**src/rtl/ysyx_24100006_lsu.sv**
```systemverilog
// Load/store stage: registers one op, issues it on a variable-latency bus, aligns/extends loads.
// Optional macro YSYX_24100006_LSU_TIMEOUT_EN bounds the response wait to TMO_CYC cycles.
module ysyx_24100006_lsu #(
  parameter int XLEN    = 32,
  parameter int ADDR_W  = 32,
  parameter int SB_W    = 64,
  parameter int TMO_CYC = 255
) (
  input  logic                clk,
  input  logic                reset,
  input  logic                exe_valid,
  output logic                mem_ready,
  input  logic [ADDR_W-1:0]   in_addr,
  input  logic [XLEN-1:0]     in_wdata,
  input  logic                in_ren,
  input  logic                in_wen,
  input  logic [1:0]          in_size,
  input  logic                in_unsigned,
  input  logic [SB_W-1:0]     in_sb,
  output logic                mem_valid,
  input  logic                wb_ready,
  output logic [XLEN-1:0]     out_rdata,
  output logic [ADDR_W-1:0]   out_addr,
  output logic [SB_W-1:0]     out_sb,
  output logic [1:0]          out_fault,
  output logic                req_valid,
  input  logic                req_ready,
  output logic [ADDR_W-1:0]   req_addr,
  output logic                req_wen,
  output logic [XLEN/8-1:0]   req_wstrb,
  output logic [XLEN-1:0]     req_wdata,
  input  logic                rsp_valid,
  input  logic [XLEN-1:0]     rsp_rdata,
  input  logic                rsp_err
);

  localparam int STRB  = XLEN / 8;
  localparam int OFF_W = $clog2(STRB);

  localparam logic [1:0] FLT_NONE = 2'd0;
  localparam logic [1:0] FLT_MIS  = 2'd1;
  localparam logic [1:0] FLT_BUS  = 2'd2;

  typedef enum logic [1:0] {IDLE, REQ, WAIT, DONE} state_t;

  state_t           state;
  logic [1:0]       size_r;
  logic             uns_r;
  logic             load_r;
  logic [OFF_W-1:0] off_r;
  logic             acc_mem;
  logic             acc_mis;
  logic [XLEN-1:0]  rsp_ext;

`ifdef YSYX_24100006_LSU_TIMEOUT_EN
  localparam logic [1:0] FLT_TMO = 2'd3;
  localparam int TMO_W = (TMO_CYC < 2) ? 1 : $clog2(TMO_CYC);
  logic [TMO_W-1:0] tmo_cnt;
`endif

  function automatic logic [STRB-1:0] size_mask(input logic [1:0] sz);
    case (sz)
      2'd0:    return STRB'(1);
      2'd1:    return STRB'(3);
      2'd2:    return STRB'(15);
      default: return '1;
    endcase
  endfunction

  // Doubleword access only exists on a 64-bit datapath.
  function automatic logic misaligned(input logic [2:0] a, input logic [1:0] sz);
    case (sz)
      2'd0:    return 1'b0;
      2'd1:    return a[0];
      2'd2:    return |a[1:0];
      default: return (XLEN == 32) ? 1'b1 : |a[2:0];
    endcase
  endfunction

  // Move the addressed lane to bit 0, push its top bit to the MSB, then shift back down.
  function automatic logic [XLEN-1:0] load_extend(input logic [XLEN-1:0] raw,
                                                  input logic [OFF_W-1:0] off,
                                                  input logic [1:0] sz,
                                                  input logic uns);
    logic [XLEN-1:0]        shifted;
    logic signed [XLEN-1:0] lifted;
    logic signed [XLEN-1:0] ext_s;
    logic [6:0]             pad;
    shifted = raw >> {off, 3'b000};
    case (sz)
      2'd0:    pad = 7'(XLEN - 8);
      2'd1:    pad = 7'(XLEN - 16);
      2'd2:    pad = 7'(XLEN - 32);
      default: pad = 7'd0;
    endcase
    lifted = shifted << pad;
    if (uns) ext_s = $signed($unsigned(lifted) >> pad);
    else     ext_s = lifted >>> pad;
    return ext_s;
  endfunction

  always_comb begin
    acc_mem = in_ren | in_wen;
    acc_mis = misaligned(in_addr[2:0], in_size);
    rsp_ext = load_r ? load_extend(rsp_rdata, off_r, size_r, uns_r) : '0;
  end

  assign mem_ready = (state == IDLE);
  assign req_valid = (state == REQ);
  assign mem_valid = (state == DONE);

  always_ff @(posedge clk or negedge reset) begin
    if (!reset) begin
      state     <= IDLE;
      out_rdata <= '0;
      out_addr  <= '0;
      out_sb    <= '0;
      out_fault <= FLT_NONE;
      req_addr  <= '0;
      req_wen   <= 1'b0;
      req_wstrb <= '0;
      req_wdata <= '0;
      size_r    <= 2'd0;
      uns_r     <= 1'b0;
      load_r    <= 1'b0;
      off_r     <= '0;
`ifdef YSYX_24100006_LSU_TIMEOUT_EN
      tmo_cnt   <= '0;
`endif
    end else begin
      case (state)
        IDLE: if (exe_valid) begin
          out_addr  <= in_addr;
          out_sb    <= in_sb;
          out_rdata <= '0;
          size_r    <= in_size;
          uns_r     <= in_unsigned;
          load_r    <= in_ren & ~in_wen;
          off_r     <= in_addr[OFF_W-1:0];
          if (acc_mem && !acc_mis) begin
            state     <= REQ;
            out_fault <= FLT_NONE;
            req_addr  <= {in_addr[ADDR_W-1:OFF_W], {OFF_W{1'b0}}};
            req_wen   <= in_wen;
            req_wstrb <= size_mask(in_size) << in_addr[OFF_W-1:0];
            req_wdata <= in_wdata << {in_addr[OFF_W-1:0], 3'b000};
          end else begin
            state     <= DONE;
            out_fault <= acc_mem ? FLT_MIS : FLT_NONE;
          end
        end
        // A response arriving with the request handshake is taken immediately.
        REQ: if (req_ready) begin
          if (rsp_valid) begin
            out_fault <= rsp_err ? FLT_BUS : FLT_NONE;
            out_rdata <= rsp_err ? '0 : rsp_ext;
            state     <= DONE;
          end else begin
            state     <= WAIT;
`ifdef YSYX_24100006_LSU_TIMEOUT_EN
            tmo_cnt   <= '0;
`endif
          end
        end
        WAIT: if (rsp_valid) begin
          out_fault <= rsp_err ? FLT_BUS : FLT_NONE;
          out_rdata <= rsp_err ? '0 : rsp_ext;
          state     <= DONE;
        end
`ifdef YSYX_24100006_LSU_TIMEOUT_EN
        else if (tmo_cnt == TMO_W'(TMO_CYC - 1)) begin
          out_fault <= FLT_TMO;
          out_rdata <= '0;
          state     <= DONE;
        end else begin
          tmo_cnt   <= tmo_cnt + 1'b1;
        end
`endif
        DONE: if (wb_ready) state <= IDLE;
      endcase
    end
  end

endmodule

```
**config.mk**
```make
export PLATFORM = sky130hd
export DESIGN_NAME = ysyx_24100006_lsu
export DESIGN_NICKNAME = d
export VERILOG_FILES = /design/src/rtl/ysyx_24100006_lsu.sv
export SDC_FILE = /design/constraint.sdc
export NUM_CORES = 1
export LEC_CHECK = 0
export ABC_CLOCK_PERIOD_IN_PS = 3300
export CAP_MARGIN = 0
export CELL_PAD_IN_SITES_DETAIL_PLACEMENT = 1
export CELL_PAD_IN_SITES_GLOBAL_PLACEMENT = 1
export CORE_UTILIZATION = 35
export CTS_CLUSTER_DIAMETER = 80
export DETAILED_ROUTE_END_ITERATION = 10
export HOLD_SLACK_MARGIN = 0.06
export PLACE_DENSITY = 0.83
export SLEW_MARGIN = 20
export SYNTH_ARGS = -nofsm -noshare
export SYNTH_HDL_FRONTEND = slang
export SYNTH_SLANG_ARGS = --single-unit
```
**constraint.sdc**
```tcl
create_clock -name clk -period 3.3 [get_ports clk]
set_input_delay 0.66 -clock clk [delete_from_list [all_inputs] [get_ports clk]]
set_output_delay 0.66 -clock clk [all_outputs]
set_load 0.01 [all_outputs]
```
# Word-level counts from Yosys, hierarchy flattened
# Cells that the tools add are included.
# op_classes
n_eq_ne	10
shift	6
mux	27
n_bitwise	3
reduce_logical	11
# op_table
operator	n
32-bit two-way mux	6
32-bit one-hot mux with 3 select lines	1
32-bit by 5-bit left shift with 32-bit output	1
32-bit by 7-bit left shift with 32-bit output	1
32-bit by 5-bit right shift with 32-bit output	1
32-bit by 7-bit right shift with 32-bit output	1
32-bit by 7-bit >>> shifter with 32-bit output	1
2-bit two-way mux	9
4-bit two-way mux	3
5-bit one-hot mux with 2 select lines	1
2-bit one-hot mux with 4 select lines	1
4-bit one-hot mux with 2 select lines	1
2-bit by 1-bit == test with 1-bit output (second input constant)	3
2-bit == test (second input constant)	3
2-bit zero test	3
2-bit one-hot mux with 3 select lines	1
3-bit AND reduction	2
2-bit by 1-bit != test with 1-bit output (second input constant)	2
2-bit != test (second input constant)	2
4-bit AND reduction	1
4-bit by 2-bit left shift with 4-bit output	1
1-bit two-way mux	3
1-bit one-hot mux with 3 select lines	1
3-bit nonzero test	1
7 further kinds	7
# totals
reg_bits	205
in_bits	172
out_inout_bits	202
elab_cells	70

# Logic depth before layout (Yosys ltp)
# Gate-level depths: netlist (run 1).
# logic_depth
ltp_word	10
ltp_mapped	9
mapped_depth_nobuf	6

# Worst setup path before layout (run 1)
# Ideal clock, no wire load.
# synth_path
kind	reg2reg
startpoint	register state[0]
endpoint	register out_rdata[16]
setup_ns	0.126
arrival_ns	1.936
t_required_ns	3.174
slack_ns	1.238
stages_incl_launch_ff	8
path_buffers	2
synth_period_minus_slack_ns	2.062
path_cell_list	dfrtp_1 > inv_1 > ha_1 > nor2b_4 > or4_4 > buf_6 > buf_6 > a221o_1
# synth_between
elab_chain_len	3
elab_cells_between_ends	8
classes_between	eq/ne (4); mux (1); reduce/logical (3)
# synth_rtl
element	line_no	text
start: declaration	46	state_t state;
start signal: assignment	114	state <= IDLE;
start signal: assignment	141	state <= REQ;
start signal: assignment	148	state <= DONE;
2-bit zero test *	--	
via mem_ready	12	output logic mem_ready,
2-bit != test (no line) / 3-bit nonzero test (equally long branches)	--	
3-bit AND reduction (no line)	--	
end signal: assignment	156	out_rdata <= rsp_err ? '0 : rsp_ext;
end signal: assignment	167	out_rdata <= rsp_err ? '0 : rsp_ext;
end: declaration	22	output logic [XLEN-1:0] out_rdata,
# The timed path passes the listed nets; every way through them passes the cells marked *.
# A chain may end at the register's enable or synchronous reset.

# Worst setup path in the final report (run 1)
# layout_path
startpoint	register state[1]
endpoint	output port mem_ready
# layout_between
elab_chain_len	1
# layout_rtl
element	line_no	text
2-bit zero test	108	assign mem_ready = (state == IDLE);
end: declaration	12	
# No other way between the ends.

==> impl_metrics.tcl, run 1 <==
set metrics [dict create \
    finalMaxSlewViolations 0 \
    cts_tree "done" \
    synthCells 666 \
    die_h_um 160 \
    min_path_type "in2async" \
    postCtsSetupBuffers 0 \
    ys_ff_latch 203 \
    nets 1209 \
    yosysWarnings 0 \
    synth-edff-count 0 \
    p_per_area_nw_per_um2 921 \
    cts_sinks 203 \
    drc 0 \
    layout_setup_ws_ps 558 \
    grt.total_usage 0.230 \
    r2r-end "state[0]$_DFFE_PN0P_" \
    htree_levels 1 \
    hold_slack_ps 169 \
    multi_input_comb_area_um2 3400 \
    clock_latency_ps 520 \
    syn_area_um2 8710 \
    seqCellArea_um2 5080 \
    worstSetupStartpointType "flop" \
    cts.path.max_buffers 3 \
    grt_pass1_wl_mm 45.7 \
    skew_ps 18.3 \
    r2r_setup_slack_ps 910 \
    status "finished clean" \
    post_drt_wl_per_cell_um 21.3 \
    dieArea_um2 25500 \
    area_growth_pct 56.0 \
    pre_cts_ws_ps 541 \
    vias_per_cell 5.06 \
    overflow 0 \
    synthArstFlopShare 1.00 \
    max_freq_mhz 365 \
    gp_congestion 0.764 \
    hpwlAfterDp_mm 21.3 \
    critical_path.top_delay_family "buffers and inverters" \
    cp-end-kind "output pin" \
    cts_resized 0 \
    ys_types 41 \
    setup_violations 0 \
    timing.setup.tns_ps 0 \
    pin_count 374 \
    cts_root_buffer "clkbuf_16" \
    num_vias 6964 \
    p_leak_uw 0.00572 \
    drv_cap 0 \
    peakVddDrop_v 0.000574 \
    ctsHoldBuffers 0 \
    drive_gt1_frac 0.190 \
    min_period_ps 2740 \
    drtIter0Drc 216 \
    fin_crit_sh 0.831 \
    slowest_delay_ps 670 \
    cts_buffers 24 \
    grt_start_max_net_pins 79 \
    grt_pass1_vias 7855 \
    antenna_found_initial 2 \
    core_um2 24400 \
    critPathMaxFanout 8 \
    reg2regPathDepth 6 \
    worstPathArrival_ps 2080 \
    tightestPinTransition_ps 1020 \
    nFillCells 2469 \
    cpMaxStageDelayCell "clkdlybuf4s50_1" \
    antenna_left 0 \
    die_x_um 160 \
    clk_pin_slew_ps 60 \
    seq_area_frac_synth 0.584 \
    syn_avg_cell_area_um2 13.1 \
    grt_setup_unrepaired "no" \
    drt-pass1-iter-count 4 \
    hold_viol 0 \
    rows 57 \
    io_buffers 371 \
    relSlewSlack 0.305 \
    cp_cell_sequence "inv_1, ha_1, clkdlybuf4s50_1" \
    utilization 0.557 \
    reg2reg_from "state[1]$_DFFE_PN0P_" \
    critPathKind "reg2out" \
    start_util 0.357 \
    critPathRequiredTime_ps 2640 \
    drt-total-wl_mm 29.3 \
    cp_num_buf_inv 2 \
    synthFlopType "dfrtp_1" \
]
## synth_stat cells, types with 4 or more instances
| cell | instances | share of area |
|---|---|---|
| a211o_1 | 7 | 0.0070 |
| a211oi_1 | 9 | 0.0078 |
| a21oi_1 | 22 | 0.013 |
| a221o_1 | 8 | 0.0092 |
| a22o_1 | 9 | 0.0091 |
| a32o_1 | 7 | 0.0080 |
| a32oi_1 | 8 | 0.0080 |
| buf_2 | 21 | 0.012 |
| buf_4 | 4 | 0.0034 |
| clkbuf_1 | 16 | 0.0069 |
| dfrtp_1 | 203 | 0.58 |
| ha_1 | 4 | 0.0057 |
| mux2_2 | 139 | 0.18 |
| mux2i_1 | 32 | 0.037 |
| nand2_1 | 47 | 0.020 |
| nand2b_1 | 11 | 0.0079 |
| nand3b_1 | 4 | 0.0034 |
| nor2_1 | 24 | 0.010 |
| nor2b_1 | 20 | 0.014 |
| o21a_1 | 4 | 0.0034 |
| o21ai_0 | 30 | 0.017 |
| o31ai_1 | 9 | 0.0078 |
## cells in the final DEF (no fill, tap or decap), types with 8 or more instances in the layout
cell type | Yosys | final
nand2b_1 | 11 | 11
a22o_1 | 9 | 9
a21oi_1 | 22 | 22
buf_4 | 4 | 13
nor2_1 | 24 | 24
mux2i_1 | 32 | 32
a211oi_1 | 9 | 9
clkdlybuf4s50_1 | 0 | 369
nand2_1 | 47 | 47
mux2_2 | 139 | 139
a32oi_1 | 8 | 8
dfrtp_1 | 203 | 203
a221o_1 | 8 | 8
o21ai_0 | 30 | 30
o31ai_1 | 9 | 9
clkbuf_16 | 0 | 25
nor2b_1 | 20 | 20
## stage by stage
step / instances / instance area [µm²] / total power (µW)
detailed placement: 1331 / 12800 / 9850
CTS: 1374 / 13600 / 12700
global route: 1376 / 13600 / 13200
finish: 1376 / 13600 / 12500
floorplan: 667 / 8710 / 6680
global placement: 1331 / 12800 / 9600
## where the power goes
group          leakage, µW  switching [µW]  internal (µW)
Clock             0.000392            1050           1650
Combinational      0.00280            2380           3170
Sequential         0.00252             669           3590
Total              0.00572            4100           8410
## routing by layer
layer  up-vias  track usage  part of all wire
met5         -            0                 0
met4         0       0.0787             0.032
met3        55       0.0738             0.079
met2       244        0.411              0.52
met1      3531        0.255              0.37
li1       3134            -                 -
## how the worst max path moves through the flow
stage                          from                   endpoint  slack (ps)  cells past startpoint
4_1_cts        state[0]$_DFFE_PN0P_                  mem_ready         530                      3
3_3_place_gp             in_size[0]  req_wdata[31]$_DFFE_PN0P_         640                      5
2_1_floorplan  state[0]$_DFFE_PN0P_  out_rdata[16]$_DFFE_PN0P_        1240                      7
6_report       state[1]$_DFFE_PN0P_                  mem_ready         560                      3
5_1_grt        state[1]$_DFFE_PN0P_                  mem_ready         460                      3
3_5_place_dp             in_size[0]   req_addr[11]$_DFFE_PN0P_         540                      5
## kinds of logic (layout without fill, tap and decap cells)
group	count (synthesis)	count (layout)	synth area share
flip-flops	203	203	0.584
adder cells (fa/ha/maj)	4	4	0.00575
AO/OA/AOI/OAI	122	122	0.0986
multiplexers	172	172	0.219
buffers and inverters	50	433	0.0289
other	1	4	0.000431
AND/OR/NAND/NOR	114	114	0.0637
## area by class of cell
type,instances,area share
Sequential cell,203,0.374
Timing Repair Buffer,387,0.285
Multi-Input combinational cell,414,0.251
Clock buffer,37,0.0531
Tap cell,324,0.0299
Clock inverter,6,0.00608
Inverter,3,0.000829
Antenna cell,2,0.000369
## flip-flops by register name (all words and copies together) (netlist names)
signal,count
req_addr,30
req_wstrb,4
req_wdata,32
out_addr,32
out_fault,2
uns_r,1
req_wen,1
out_rdata,32
state,2
out_sb,64
load_r,1
size_r,2
Note: power is estimated with default switching activity, not from simulation.
==> run 2: changes to the inputs <==
--- a/config.mk
+++ b/config.mk
@@ -5,15 +5,15 @@
 export SDC_FILE = /design/constraint.sdc
 export NUM_CORES = 1
 export LEC_CHECK = 0
-export ABC_CLOCK_PERIOD_IN_PS = 3300
+export ABC_CLOCK_PERIOD_IN_PS = 2250
 export CAP_MARGIN = 0
 export CELL_PAD_IN_SITES_DETAIL_PLACEMENT = 1
 export CELL_PAD_IN_SITES_GLOBAL_PLACEMENT = 1
-export CORE_UTILIZATION = 35
+export CORE_UTILIZATION = 30
 export CTS_CLUSTER_DIAMETER = 80
 export DETAILED_ROUTE_END_ITERATION = 10
 export HOLD_SLACK_MARGIN = 0.06
-export PLACE_DENSITY = 0.83
+export PLACE_DENSITY = 0.76
 export SLEW_MARGIN = 20
 export SYNTH_ARGS = -nofsm -noshare
 export SYNTH_HDL_FRONTEND = slang
==> constraint.sdc (replaced) <==
create_clock -name clk -period 2.25 [get_ports clk]
set_input_delay 0.45 -clock clk [delete_from_list [all_inputs] [get_ports clk]]
set_output_delay 0.45 -clock clk [all_outputs]
set_load 0.01 [all_outputs]
==> run 2 against run 1 <==
Sequential power rose by 45%. Combinational power rose by 54%. Final cell count rose by 6.2%. Wire length rose by 0.50%. Worst hold slack improved by 160 ps. Register-to-register slack got worse by 810 ps. Largest power group unchanged.
==> impl_metrics.tcl, run 2 (synthesized netlist as in run 1, its figures left out) <==
set metrics [dict create \
    final_common_cell "clkdlybuf4s50_1" \
    antenna_found_initial 4 \
    p_per_area_nw_per_um2 1350 \
    hold_viol 0 \
    cts_root_buffer "clkbuf_16" \
    worstPathArrival_ps 1710 \
    grt_start_max_net_pins 70 \
    grt_pass1_wl_mm 44.3 \
    p_leak_uw 0.00595 \
    worstSetupStartpointType "flop" \
    fin_cells 1461 \
    hpwlAfterDp_mm 21.7 \
    drt-total-wl_mm 29.4 \
    rows 61 \
    cp-end-kind "output pin" \
    critPathMaxFanout 19 \
    min_path_type "in2reg" \
    drt-pass1-iter-count 4 \
    post_drt_wl_per_cell_um 20.1 \
    start_util 0.309 \
    cts_tree "done" \
    num_vias 7015 \
    largest-register "out_sb" \
    vias_per_cell 4.80 \
    cts.path.max_buffers 3 \
    io_buffers 371 \
    area_growth_pct 61.8 \
    layout_setup_ws_ps 91.4 \
    fin_total_pwr_uw 19000 \
    grt_pass1_vias 7674 \
    finalMaxSlewViolations 0 \
    htree_levels 1 \
    overflow 0 \
    die_h_um 172 \
    dieArea_um2 29700 \
    core_um2 28200 \
    min_period_ps 2160 \
    drc 0 \
    grt_setup_unrepaired "no" \
    status "finished clean" \
    die_x_um 172 \
    setup_violations 0 \
    wl_met2_mm 15.0 \
    wl_met1_mm 11.6 \
    critPathKind "reg2out" \
    drtIter0Drc 234 \
    fin_crit_sh 0.959 \
    pre_cts_ws_ps -96.4 \
    drive_gt1_frac 0.218 \
    gp_congestion 0.773 \
    relSlewSlack 0.495 \
    clk_pin_slew_ps 60 \
    cts_sinks 203 \
    final_cell_mix "clkdlybuf4s50_1, dfrtp_1, mux2_2" \
    peakVddDrop_v 0.000800 \
    top_layer_used "met4" \
    max_freq_mhz 463 \
    tightestPinTransition_ps 755 \
    nets 1237 \
    grt.total_usage 0.195 \
    antenna_left 0 \
    skew_ps 9.59 \
    largest_reg_flops 64 \
    drv_cap 0 \
    critPathRequiredTime_ps 1800 \
    wl_met3_mm 2.22 \
    dp_cells 1409 \
    pin_count 374 \
    cts_buffers 24 \
    nFillCells 2839 \
    clock_latency_ps 510 \
]
[run 2: changes by cell type in the layout (fill, tap and decap cells not counted), sizes merged]
cell	before	now
clkinvlp	1	0
dlygate4sd2	0	2
dlygate4sd3	0	1
clkbuf	38	39
buf	17	43
clkinv	3	4
diode	2	4
bufinv	2	4
clkdlybuf4s50	369	366
[run 2: metrics by stage]
step | setup TNS [ps] | util | instance area [µm²] | hold slack, ps
final | 0 | 0.500 | 14100 | 333
after global routing | 0 | 0.500 | 14100 | 334
after CTS | 0 | 0.498 | 14000 | 300
after detailed placement | -1880 | 0.466 | 13100 | 432
after global placement | -755 | 0.466 | 13100 | 432
after floorplan | 0 | - | 8710 | 154
[run 2: worst max-delay path: stages, from the launching register on]
cell and delay, ps:
dfrtp_2 440, buf_12 200, clkdlybuf4s50_1 550
[run 2: area by class of cell]
type                       count  area (µm²)  area share
timing repair buffer         415        4220       0.299
tap                          378         473      0.0336
multi-input combinational    414        3410       0.242
clock inverter                 8         144      0.0102
sequential                   203        5080       0.361
clock buffer                  36         737      0.0523
antenna                        4        10.0    0.000711
inverter                       3        11.3    0.000800
[run 2: what timing repair did]
action                                 4_1_cts  5_1_grt
hold buffers                                 1        0
gates resized for setup                      8        4
pin swaps                                    0        0
setup endpoints to repair                    5       31
cloned                                       0        1
buffers inserted                             0        2
endpoints found under the hold margin       44        0
[run 2: final timing paths]
check                                              start                   endpoint  slack, ps  cells past startpoint
worst max-delay path             out_addr[0]$_DFFE_PN0P_                out_addr[0]         90                      2
worst min-delay path                          in_addr[0]    out_addr[0]$_DFFE_PN0P_        330                      2
worst max register to register      state[1]$_DFFE_PN0P_   out_rdata[7]$_DFFE_PN0P_        100                      6
worst min register to register  req_wdata[0]$_DFFE_PN0P_   req_wdata[0]$_DFFE_PN0P_        480                      2
max in group asynchronous                          reset  req_wdata[22]$_DFFE_PN0P_       1070                      3
min in group asynchronous                          reset   out_addr[17]$_DFFE_PN0P_        450                      2
[run 2: metal layers]
layer | up-vias | track usage
li1 | 3200 | -
met1 | 3519 | 0.230
met2 | 254 | 0.339
met3 | 42 | 0.0586
met4 | 0 | 0.0554
met5 | - | 0
[run 2: power breakdown]
group / total, µW / internal, µW / switching [µW]
sequential: 6180 / 5270 / 906
clock: 4270 / 2720 / 1560
combinational: 8530 / 4970 / 3560
total: 19000 / 13000 / 6020
